**src/rtl/spi_master.sv**
```systemverilog
// Write-only SPI master, mode 3, MSB first, one cs frame per byte.
// Feeds a serial display controller with 8- or 32-bit command/data words.
module spi_master #(
    parameter int SCLK_DIVIDER = 20
) (
    input  logic        clk,
    input  logic        reset,
    input  logic        is_data_ready,
    input  logic        is_data_width_8,
    input  logic [31:0] data,
    output logic        mosi,
    output logic        sclk,
    output logic        cs
);

    localparam int H = SCLK_DIVIDER / 2;
    localparam int CW = (H > 1) ? $clog2(H) : 1;
    localparam logic [CW-1:0] CNT_LAST = CW'(H - 1);
    localparam logic [4:0] IDX_LAST = 5'd16;

    typedef enum logic [1:0] {
        IDLE  = 2'd0,
        SHIFT = 2'd1,
        GAP   = 2'd2
    } state_t;

    state_t state, state_d;

    logic [CW-1:0] cnt, cnt_d;
    logic [4:0]    idx, idx_d;
    logic [1:0]    left, left_d;
    logic [31:0]   word, word_d;
    logic          cs_d, sclk_d, mosi_d;

    logic [7:0] cur_byte;
    logic       phase_end;
    logic       frame_end;

    // Bytes go out from the top of the word down; 8-bit mode starts at left=0.
    assign cur_byte  = word[{left, 3'b000} +: 8];
    assign phase_end = (cnt == CNT_LAST);
    assign frame_end = (state == SHIFT) && phase_end && (idx == IDX_LAST);

    always_ff @(posedge clk or negedge reset) begin
        if (!reset) begin
            state <= IDLE;
            cnt   <= '0;
            idx   <= '0;
            left  <= '0;
            word  <= '0;
            cs    <= 1'b1;
            sclk  <= 1'b1;
            mosi  <= 1'b0;
        end else begin
            state <= state_d;
            cnt   <= cnt_d;
            idx   <= idx_d;
            left  <= left_d;
            word  <= word_d;
            cs    <= cs_d;
            sclk  <= sclk_d;
            mosi  <= mosi_d;
        end
    end

    always_comb begin
        state_d = state;
        case (state)
            IDLE: begin
                if (is_data_ready) state_d = SHIFT;
            end
            SHIFT: begin
                if (frame_end) state_d = (left != 2'd0) ? GAP : IDLE;
            end
            GAP: begin
                if (phase_end) state_d = SHIFT;
            end
            default: state_d = IDLE;
        endcase
    end

    always_comb begin
        cnt_d  = cnt;
        idx_d  = idx;
        left_d = left;
        word_d = word;
        cs_d   = cs;
        sclk_d = sclk;
        mosi_d = mosi;
        case (state)
            IDLE: begin
                cnt_d  = '0;
                idx_d  = '0;
                left_d = '0;
                cs_d   = 1'b1;
                sclk_d = 1'b1;
                mosi_d = 1'b0;
                if (is_data_ready) begin
                    word_d = data;
                    left_d = is_data_width_8 ? 2'd0 : 2'd3;
                    cs_d   = 1'b0;
                    mosi_d = is_data_width_8 ? data[7] : data[31];
                end
            end
            SHIFT: begin
                if (!phase_end) begin
                    cnt_d = cnt + 1'b1;
                end else begin
                    cnt_d = '0;
                    if (idx == IDX_LAST) begin
                        idx_d  = '0;
                        cs_d   = 1'b1;
                        sclk_d = 1'b1;
                        mosi_d = 1'b0;
                        if (left != 2'd0) left_d = left - 1'b1;
                    end else begin
                        idx_d = idx + 1'b1;
                        // Even->odd phase is the sclk falling edge: new bit here.
                        if (!idx[0]) begin
                            sclk_d = 1'b0;
                            mosi_d = cur_byte[3'd7 - idx[3:1]];
                        end else begin
                            sclk_d = 1'b1;
                        end
                    end
                end
            end
            GAP: begin
                if (!phase_end) begin
                    cnt_d = cnt + 1'b1;
                end else begin
                    cnt_d  = '0;
                    idx_d  = '0;
                    cs_d   = 1'b0;
                    sclk_d = 1'b1;
                    mosi_d = cur_byte[7];
                end
            end
            default: begin
                cnt_d  = '0;
                idx_d  = '0;
                cs_d   = 1'b1;
                sclk_d = 1'b1;
                mosi_d = 1'b0;
            end
        endcase
    end

endmodule

```
**config.mk**
```make
export PLATFORM = sky130hd
export DESIGN_NAME = spi_master
export DESIGN_NICKNAME = d
export VERILOG_FILES = /design/src/rtl/spi_master.sv
export SDC_FILE = /design/constraint.sdc
export NUM_CORES = 1
export LEC_CHECK = 0
export BUFFER_PORTS_ARGS = -buffer_cell sky130_fd_sc_hd__buf_2
export CAP_MARGIN = 0
export CORE_MARGIN = 5
export CORE_UTILIZATION = 50
export CTS_CLUSTER_SIZE = 25
export DETAILED_ROUTE_END_ITERATION = 7
export GPL_TIMING_DRIVEN = 0
export PLACE_DENSITY = 0.85
export REMOVE_ABC_BUFFERS = 1
export SLEW_MARGIN = 20
export SYNTH_ARGS = -nofsm -noshare
export SYNTH_HDL_FRONTEND = slang
export SYNTH_SLANG_ARGS = --single-unit
```
**constraint.sdc**
```tcl
create_clock -name clk -period 1.79 [get_ports clk]
set_input_delay 0.358 -clock clk [delete_from_list [all_inputs] [get_ports clk]]
set_output_delay 0.358 -clock clk [all_outputs]
set_load 0.1 [all_outputs]
```
==> results.md, run 1 <==
* Run status: finished, violations left
* Failing checks: setup timing
* Clock Latency Late Sink at 310 ps
* Hold Worst Slack at 38.8 ps
* CTS tree: done
* Layout Nets at 273
* DR vias/cell at 5.43
* FF-to-FF setup slack at -110 ps
* Area Overhead vs Synth at 19.0%
* #FFs+latches synth at 48
* WS Path Type: register to register
* Crit-path cells: inv_2 -> ha_4 -> or2_4 -> a2bb2oi_4 -> a21boi_4 -> or4b_4 -> o21ai_2
* CTS H-tree depth at 2
* Total power at 5030 uW
* RSZ-0062 raised after global routing: true
* Largest cells by area after synthesis: dfrtp_1 (48%), mux2_2 (16%), mux4_2 (5.7%)
* Global-route wire length before repair at 7.66 mm
* Max Cap Violations at 0
* Power Dens Cells at 1770 nW/um2
* Core ar. at 4660 um2
* Die H at 79.0 um
* Actual slew at the worst max-slew pin at 586 ps
* Port buffer count at 38
* DRC Markers at 0
* Post-layout min period at 1900 ps
* PnR worst setup slack at -111 ps
* Design area at 2840 um2
* HPWL Detailed at 3.18 mm
* CP max FO at 4
* R2R depth at 7
* Clock Sink Count at 48
* Max-slew violations at 0
* Most frequent cells in the layout: dfrtp_1 (42), buf_2 (37), mux2_2 (34)
* Row cnt at 25
* Die width at 79.0 um
* Initial Utilization at 51.1%
* Antenna Diode Count at 0
* Synth warnings at 0
* Post-Route Skew at 11.8 ps
* Seq. cell area at 1210 um2
* Placed insts at 266
* Clk buf depth at 2
* CTS Hold Bufs at 0
* Synth unique cells at 38
* Worst path slowest cell: or4b_4
* Slew headroom at 60.9%
* Final Hold Fails at 0
* Worst R2R Start: state[1]$_DFFE_PN0P_
* Crit-path max cell delay at 470 ps
* Crit share post-route at 106%
* Wirelength, routed at 4.62 mm
* Initial antenna violation count at 0
* Vias at 1536
* Largest net degree at the start of global routing at 49
* Synth Cell Area at 2380 um2
* Area leader, netlist: dfrtp_1
* DP Area at 2610 um2
* Maximum VDD drop at 0.891 mV
* Setup-failing EPs final at 2
* Routed Antenna Nets at 0
* Layout cells sized above 1 at 49.8%
* Vias in the first global route at 1630
* Clk slew on worst S/H paths at 100 ps
* First-pass DRT Iterations at 4
* Sequential-to-total area share from yosys stat at 50.5%
* Gr usage total at 15.8%
* Hold WC Path Type: primary input to asynchronous set/reset pin
* DR iter-0 viols at 72
* Global placer's final weighted congestion at 0.821
* Lkg Pwr at 0.00127 uW
* # IOs at 39
* CTS Root Cell: clkbuf_8
* Crit. End Element: register
* Critical R2R Capture: state[1]$_DFFE_PN0P_
* Non-filler cells, final at 283
* Number of CTS-inserted buffers at 5
* Total gr overflow at 0
* Area of the multi-input gates at 1160 um2
* CP startpoint kind: register
* Layout fillers at 352
* Die area at 6250 um2
* Most common cell after layout, fill and taps aside: dfrtp_1
* Share of the synthesized area in the top cell type at 48.3%
* Mapped Cells at 180
* CP arrival at 2150 ps
* Critical path data required time at 2040 ps
* DR WL/cell at 16.3 um
* Fmax at 0.526 GHz
* Mean Syn Cell Area at 13.2 um2
## worst max-delay path by stage
stage / from / endpoint / slack (ps) / cells past startpoint
detailed placement: state[1]$_DFFE_PN0P_ / state[1]$_DFFE_PN0P_ / -410 / 7
finish: state[1]$_DFFE_PN0P_ / state[1]$_DFFE_PN0P_ / -110 / 7
global placement: state[0]$_DFFE_PN0P_ / mosi$_DFFE_PN0P_ / -680 / 7
CTS: state[1]$_DFFE_PN0P_ / state[1]$_DFFE_PN0P_ / -80 / 7
floorplan: state[0]$_DFFE_PN0P_ / mosi$_DFFE_PN0P_ / -210 / 7
global route: state[1]$_DFFE_PN0P_ / state[1]$_DFFE_PN0P_ / -200 / 7
## stage by stage
step / TNS (ps) / setup WS (ps) / util [%]
after floorplan: -5550 / -206 / -
after global placement: -18720 / -680 / 56.0
after detailed placement: -4670 / -407 / 56.1
final: -142 / -111 / 60.9
after CTS: -155 / -81.3 / 59.4
after global routing: -460 / -197 / 60.9
## where the power goes
group | switching [uW] | internal (uW) | leakage [uW] | total, uW
clock network | 363 | 314 | 0.0000445 | 677
registers | 332 | 1600 | 0.000575 | 1940
logic | 1150 | 1260 | 0.000652 | 2410
total | 1850 | 3180 | 0.00127 | 5030
## state kept, by name (all words and copies together), names as in the netlist
name / flops
word: 32
mosi: 1
state: 2
left: 2
cnt: 4
sclk: 1
cs: 1
idx: 5
## kinds of logic after synthesis
| logic type | after synthesis | share of synthesized area, % |
|---|---|---|
| adder cells (fa/ha/maj) | 9 | 4.72 |
| buffers and inverters | 16 | 2.89 |
| multiplexers | 45 | 25.2 |
| AND/OR/NAND/NOR | 39 | 8.72 |
| XOR/XNOR | 5 | 1.84 |
| AO/OA/AOI/OAI | 18 | 6.14 |
| flip-flops | 48 | 50.5 |
## synth_stat cells
| cell type | instances |
|---|---|
| mux4_2 | 6 |
| xor2_1 | 3 |
| mux2i_1 | 3 |
| a21boi_4 | 1 |
| nand3_1 | 2 |
| nor3_1 | 3 |
| ha_1 | 9 |
| inv_1 | 10 |
| o22ai_1 | 2 |
| dfstp_2 | 2 |
| nand3b_2 | 1 |
| a21oi_1 | 5 |
| or3_1 | 1 |
| mux4_1 | 2 |
| nand2b_1 | 1 |
| clkbuf_1 | 4 |
| o311ai_0 | 2 |
| nor2b_1 | 1 |
| nand2_1 | 8 |
| o21bai_1 | 1 |
| a2bb2oi_4 | 1 |
| o22a_1 | 1 |
| nor4b_1 | 1 |
| buf_6 | 1 |
| buf_2 | 1 |
| nor3b_1 | 1 |
| or2_2 | 1 |
| xnor2_1 | 2 |
| o21ai_1 | 1 |
| a211o_2 | 1 |
| mux2_2 | 34 |
| dfrtp_1 | 46 |
| o21ai_0 | 3 |
| and4bb_4 | 1 |
| and2_1 | 1 |
| or4b_1 | 1 |
| nor2_1 | 13 |
| nand4_1 | 3 |
## layer usage
| layer | wire [um] | share of wire, % | GRT usage (%) | vias up |
|---|---|---|---|---|
| met5 | 0 | 0 | 0 | - |
| met4 | 84 | 1.8 | 5.67 | 0 |
| met3 | 162 | 3.5 | 3.51 | 8 |
| met2 | 2380 | 52 | 26.4 | 38 |
| met1 | 1990 | 43 | 20.0 | 750 |
| li1 | - | - | - | 740 |
## worst max-delay path, delay by kind of cell (launching register included)
kind / cells / cell delay [ps]
buf+inv: 1 / 90
compound gates: 3 / 420
fa+ha+maj: 1 / 180
simple gates: 2 / 720
flops: 1 / 430
## repair_timing
item / CTS / global route
pin swaps: 1 / 3
setup endpoints to repair: 37 / 9
gates resized for setup: 9 / 10
buffers inserted: 6 / 3
## cell type report
| cell class | instances | area share [%] |
|---|---|---|
| Sequential cell | 48 | 42.6 |
| Tap cell | 54 | 2.38 |
| Multi-Input combinational cell | 116 | 41.1 |
| Clock inverter | 1 | 0.265 |
| Clock buffer | 7 | 3.04 |
| Inverter | 10 | 1.32 |
| Timing Repair Buffer | 47 | 9.31 |
Power figures use the tool's default switching activity.
==> run 2: changes to the inputs <==
--- a/config.mk
+++ b/config.mk
@@ -8,11 +8,11 @@
 export BUFFER_PORTS_ARGS = -buffer_cell sky130_fd_sc_hd__buf_2
 export CAP_MARGIN = 0
 export CORE_MARGIN = 5
-export CORE_UTILIZATION = 50
+export CORE_UTILIZATION = 60
 export CTS_CLUSTER_SIZE = 25
 export DETAILED_ROUTE_END_ITERATION = 7
 export GPL_TIMING_DRIVEN = 0
-export PLACE_DENSITY = 0.85
+export PLACE_DENSITY = 0.94
 export REMOVE_ABC_BUFFERS = 1
 export SLEW_MARGIN = 20
 export SYNTH_ARGS = -nofsm -noshare
==> constraint.sdc (replaced) <==
create_clock -name clk -period 2.4 [get_ports clk]
set_input_delay 0.48 -clock clk [delete_from_list [all_inputs] [get_ports clk]]
set_output_delay 0.48 -clock clk [all_outputs]
set_load 0.1 [all_outputs]
==> run 2 against run 1 <==
Effect of this change:
- the flow now finishes without violations
- flip-flop and latch count is the same
- sequential power fell by 25%
- register-to-register slack improved by 280 ps
- clock skew shrank 5.0 ps
- combinational power is 35% lower
- fmax shrank 15%
- critical endpoint unchanged
- cell count decreased by 4.6%
- hold slack improved by 140 ps
- via count up 0.85%
- core utilization rose by 8.7 points
==> results.md, run 2 (same netlist as run 1, synthesis figures left out) <==
* Wirelength, routed at 4.39 mm
* HPWL Detailed at 3.08 mm
* Met2 Wirelength at 2.23 mm
* Logic gate share of total power at 43.5%
* Total gr overflow at 0
* Placed insts at 262
* Core ar. at 3910 um2
* Global placer's final weighted congestion at 0.819
* Fmax at 0.448 GHz
* Antenna Diode Count at 0
* Lkg Pwr at 0.00123 uW
* Hold WC Path Type: primary input to asynchronous set/reset pin
* Fin Setup TNS at 0 ps
* CTS Root Cell: clkbuf_8
* Post-layout min period at 2230 ps
* DR iter-0 viols at 71
* Layout fillers at 271
* Post-Route Skew at 6.76 ps
* Hold Worst Slack at 176 ps
* DR vias/cell at 5.74
* Initial Utilization at 60.9%
* Sw frac at 36.2%
* Post-CTS Setup Bufs at 0
* Number of CTS-inserted buffers at 5
* WS Path Type: register to register
* Slew headroom at 48.7%
* Flop pwr share at 40.5%
* Routed Antenna Nets at 0
* Largest register FFs at 32
* Largest net degree at the start of global routing at 49
* CTS Hold Bufs at 0
* DR top layer: met4
* # IOs at 39
* Run status: finished, final reports clean
* Non-filler cells, final at 270
* Clk slew on worst S/H paths at 90 ps
* Global-route wire length before repair at 7.66 mm
* Area of the multi-input gates at 1110 um2
* Sw Pwr at 1300 uW
* Max Cap Violations at 0
* CP arrival at 2460 ps
* Initial antenna violation count at 0
* Port buffer count at 38
* Gr usage total at 18.8%
* Clk buf depth at 2
* Most common cell after layout, fill and taps aside: dfrtp_1
* Vias in the first global route at 1654
* Crit. End Element: register
* CP Launch Point: state[0]$_DFFE_PN0P_
* Clock Latency Late Sink at 300 ps
* DRC Markers at 0
* Total power at 3600 uW
* Actual slew at the worst max-slew pin at 767 ps
* Die width at 73.0 um
* Layout Nets at 264
* Met3 wire len at 205 um
* CTS H-tree depth at 2
* Biggest regs: word (32), idx (5), cnt (4)
* Clk pwr share at 16.1%
* Worst R2R Start: state[0]$_DFFE_PN0P_
* Critical path data required time at 2630 ps
* Power Dens Cells at 1320 nW/um2
* Die H at 73.0 um
* Vias at 1549
* First-pass DRT Iterations at 4
* Max-slew violations at 0
* Most frequent cells in the layout: dfrtp_1 (46), buf_2 (37), mux2_2 (34)
* M1 WL at 1.86 mm
* Row cnt at 23
* Area Overhead vs Synth at 14.2%
* Pint at 2290 uW
* CP max FO at 10
* PostCTS Resize Cnt at 0
* Dpl ws at 235 ps
* CP startpoint kind: register
* Setup-failing EPs final at 0
* Die area at 5330 um2
* Final Hold Fails at 0
* DR WL/cell at 16.2 um
* RSZ-0062 raised after global routing: false
* Clock Sink Count at 48
* Layout cells sized above 1 at 43.2%
* Seq. cell area at 1200 um2
* Crit share post-route at 93.0%
* Largest Register: word
* CTS tree: done
* PnR worst setup slack at 168 ps
* Maximum VDD drop at 0.865 mV
[run 2: critical path: stages (launching register included)]
cell and delay [ps]:
dfrtp_1 390, inv_1 90, ha_1 250, or2_2 340, a2bb2oi_4 290, a21boi_4 250, or4b_1 450, o21ai_1 100
[run 2: metrics by stage]
step                      instance area [um2]  utilization (%)
after floorplan                          2350                -
after global placement                   2610             66.6
after detailed placement                 2610             66.6
after CTS                                2720             69.5
after global routing                     2720             69.5
final                                    2720             69.5
[run 2: path summary, 6_finish.rpt]
| kind | endpoint | cells after the start | slack (ps) |
|---|---|---|---|
| max | state[1]$_DFFE_PN0P_ | 7 | 170 |
| min in group clk | word[9]$_DFFE_PN0P_ | 2 | 400 |
| min reg2reg | cnt[0]$_DFF_PN0_ | 1 | 490 |
| max in group asynchronous | word[5]$_DFFE_PN0P_ | 1 | 1830 |
| min | word[19]$_DFFE_PN0P_ | 1 | 180 |
| max reg2reg | state[1]$_DFFE_PN0P_ | 7 | 170 |
[run 2: routing by layer]
| metal | track usage [%] | vias up |
|---|---|---|
| li1 | - | 732 |
| met1 | 24.8 | 768 |
| met2 | 29.1 | 37 |
| met3 | 6.06 | 12 |
| met4 | 6.56 | 0 |
| met5 | 0 | - |
[run 2: area by class of cell]
| cell class | instances | share of cell area [%] |
|---|---|---|
| multi-input combinational | 116 | 40.9 |
| clock buffer | 5 | 2.53 |
| clock inverter | 3 | 1.56 |
| tap | 50 | 2.30 |
| inverter | 10 | 1.38 |
| timing repair buffer | 38 | 7.08 |
| sequential | 48 | 44.2 |
[run 2: power by group through the flow]
stage	registers (uW)	logic (uW)	clock network, uW
2_1_floorplan	1570	1110	0
3_3_place_gp	1440	1500	0
3_5_place_dp	1470	1550	0
4_1_cts	1450	1570	591
5_1_grt	1510	1700	629
6_report	1460	1560	578
==> run 3: changes to the inputs <==
--- a/config.mk
+++ b/config.mk
@@ -6,13 +6,12 @@
 export NUM_CORES = 1
 export LEC_CHECK = 0
 export BUFFER_PORTS_ARGS = -buffer_cell sky130_fd_sc_hd__buf_2
-export CAP_MARGIN = 0
 export CORE_MARGIN = 5
 export CORE_UTILIZATION = 60
 export CTS_CLUSTER_SIZE = 25
 export DETAILED_ROUTE_END_ITERATION = 7
 export GPL_TIMING_DRIVEN = 0
-export PLACE_DENSITY = 0.94
+export PLACE_DENSITY = 0.84
 export REMOVE_ABC_BUFFERS = 1
 export SLEW_MARGIN = 20
 export SYNTH_ARGS = -nofsm -noshare
==> run 3 against run 2 <==
Effect of this change:
- wire length down 5.1%
- via count decreased by 1.1%
- final area is the same
- largest cell class unchanged
- non-clock buffer count unchanged
- largest power group unchanged
- die area is the same
- combinational power about the same
- highest routed layer unchanged
==> results.md, run 3 (same netlist as run 1, synthesis figures left out) <==
* CTS H-tree depth at 2
* HPWL Detailed at 3.10 mm
* Maximum VDD drop at 0.685 mV
* Worst path slowest cell: or4b_1
* Critical R2R Capture: state[1]$_DFFE_PN0P_
* Global placer's final weighted congestion at 0.870
* CTS tree: done
* Grt peak-use layer: met2
* Run status: finished, final reports clean
* Logic gate share of total power at 43.5%
* Critical path data required time at 2620 ps
* Flop pwr share at 40.5%
* Die width at 73.0 um
* Initial antenna violation count at 0
* Clk slew on worst S/H paths at 90 ps
* Sw frac at 35.7%
* Layout fillers at 296
* Clk pwr share at 16.0%
* CP max FO at 10
* WP buf/inv at 1
* Max-slew violations at 0
* Gr usage total at 18.3%
* Setup-failing EPs final at 0
* Largest Register: word
* Met2 usage at 30.1%
* WS Path Type: register to register
* DRC Markers at 0
* Final core occ at 69.5%
* DR WL/cell at 15.4 um
* CTS Root Cell: clkbuf_8
* Worst R2R Start: state[0]$_DFFE_PN0P_
* Clock Latency Late Sink at 300 ps
* PnR worst setup slack at 170 ps
* CP arrival at 2450 ps
* Layout Nets at 264
* Slew headroom at 48.6%
* Routed Antenna Nets at 0
* Post-Route Skew at 6.28 ps
* Seq. cell area at 1200 um2
* Crit. End Element: register
* Vias in the first global route at 1629
* CTS Hold Bufs at 0
* Area Overhead vs Synth at 14.2%
* Power Dens Cells at 1310 nW/um2
* Sw Pwr at 1270 uW
* Biggest regs: word (32), idx (5), cnt (4)
* Initial Utilization at 60.9%
* Dpl ws at 223 ps
* DR vias/cell at 5.67
* # IOs at 39
* Number of CTS-inserted buffers at 5
* Largest net degree at the start of global routing at 49
* Wirelength, routed at 4.16 mm
* Post-CTS Setup Bufs at 0
* Met1 Use GR at 22.8%
* CP Depth at 7
* Largest register FFs at 32
* Vias at 1532
* Layout cells sized above 1 at 43.2%
* Total gr overflow at 0
* Post-layout min period at 2230 ps
* R2R depth at 7
* Most frequent cells in the layout: dfrtp_1 (46), buf_2 (37), mux2_2 (34)
* Final Hold Fails at 0
* Crit-path cells: inv_1 -> ha_1 -> or2_2 -> a2bb2oi_4 -> a21boi_4 -> or4b_1 -> o21ai_1
* Actual slew at the worst max-slew pin at 768 ps
* Top Family by Delay on Critical Path: simple AND/OR/NAND/NOR gates
* CP startpoint kind: register
* Row cnt at 23
* RSZ-0062 raised after global routing: false
* DR iter-0 viols at 103
* Area of the multi-input gates at 1110 um2
* Port buffer count at 38
* Clk buf depth at 2
* Clock Sink Count at 48
* Core ar. at 3910 um2
* PostCTS Resize Cnt at 0
* Global-route wire length before repair at 7.35 mm
* Die H at 73.0 um
* Fmax at 0.449 GHz
* Crit-path max cell delay at 440 ps
* Max Cap Violations at 0
* Hold Worst Slack at 171 ps
* GRT met3 Usage at 5.23%
* First-pass DRT Iterations at 4
* Hold WC Path Type: primary input to asynchronous set/reset pin
* Die area at 5330 um2
* Antenna Diode Count at 0
* Most common cell after layout, fill and taps aside: dfrtp_1
* Lkg Pwr at 0.00123 uW
* Crit share post-route at 92.9%
* Pint at 2290 uW
* FF-to-FF setup slack at 170 ps
## run 3: cell counts in the layout (fill, tap and decap cells not counted)
Identical to the previous run, type by type.
## run 3: metrics by stage
stage | std cells | power, uW | cell area (um2) | setup TNS (ps)
after global placement | 262 | 2950 | 2610 | -122
after CTS | 270 | 3600 | 2720 | 0
final | 270 | 3570 | 2720 | 0
after floorplan | 174 | 2670 | 2350 | 0
after global routing | 270 | 3810 | 2720 | 0
after detailed placement | 262 | 3010 | 2610 | 0
## run 3: power by group through the flow
stage	clock (uW)	combinational, uW	sequential (uW)
floorplan	0	1110	1570
global placement	0	1510	1440
detailed placement	0	1550	1470
CTS	588	1560	1450
global route	624	1690	1500
finish	571	1550	1440
## run 3: final cells by class
type,instances,share of cell area [%]
timing repair buffer,38,7.08
tap,50,2.30
clock inverter,3,1.56
clock buffer,5,2.53
inverter,10,1.38
multi-input combinational,116,40.9
sequential,48,44.2
## run 3: worst max path at each step
stage	slack, ps	from	endpoint
after floorplan	400	state[0]$_DFFE_PN0P_	mosi$_DFFE_PN0P_
after global placement	-120	state[0]$_DFFE_PN0P_	mosi$_DFFE_PN0P_
after detailed placement	220	state[0]$_DFFE_PN0P_	state[1]$_DFFE_PN0P_
after CTS	180	state[0]$_DFFE_PN0P_	state[1]$_DFFE_PN0P_
after global routing	80	state[0]$_DFFE_PN0P_	state[1]$_DFFE_PN0P_
final	170	state[0]$_DFFE_PN0P_	state[1]$_DFFE_PN0P_
## run 3: per-layer routing
layer,wire (um),up-vias
li1,-,730
met1,1820,762
met2,2060,34
met3,228,6
met4,59,0
met5,0,-
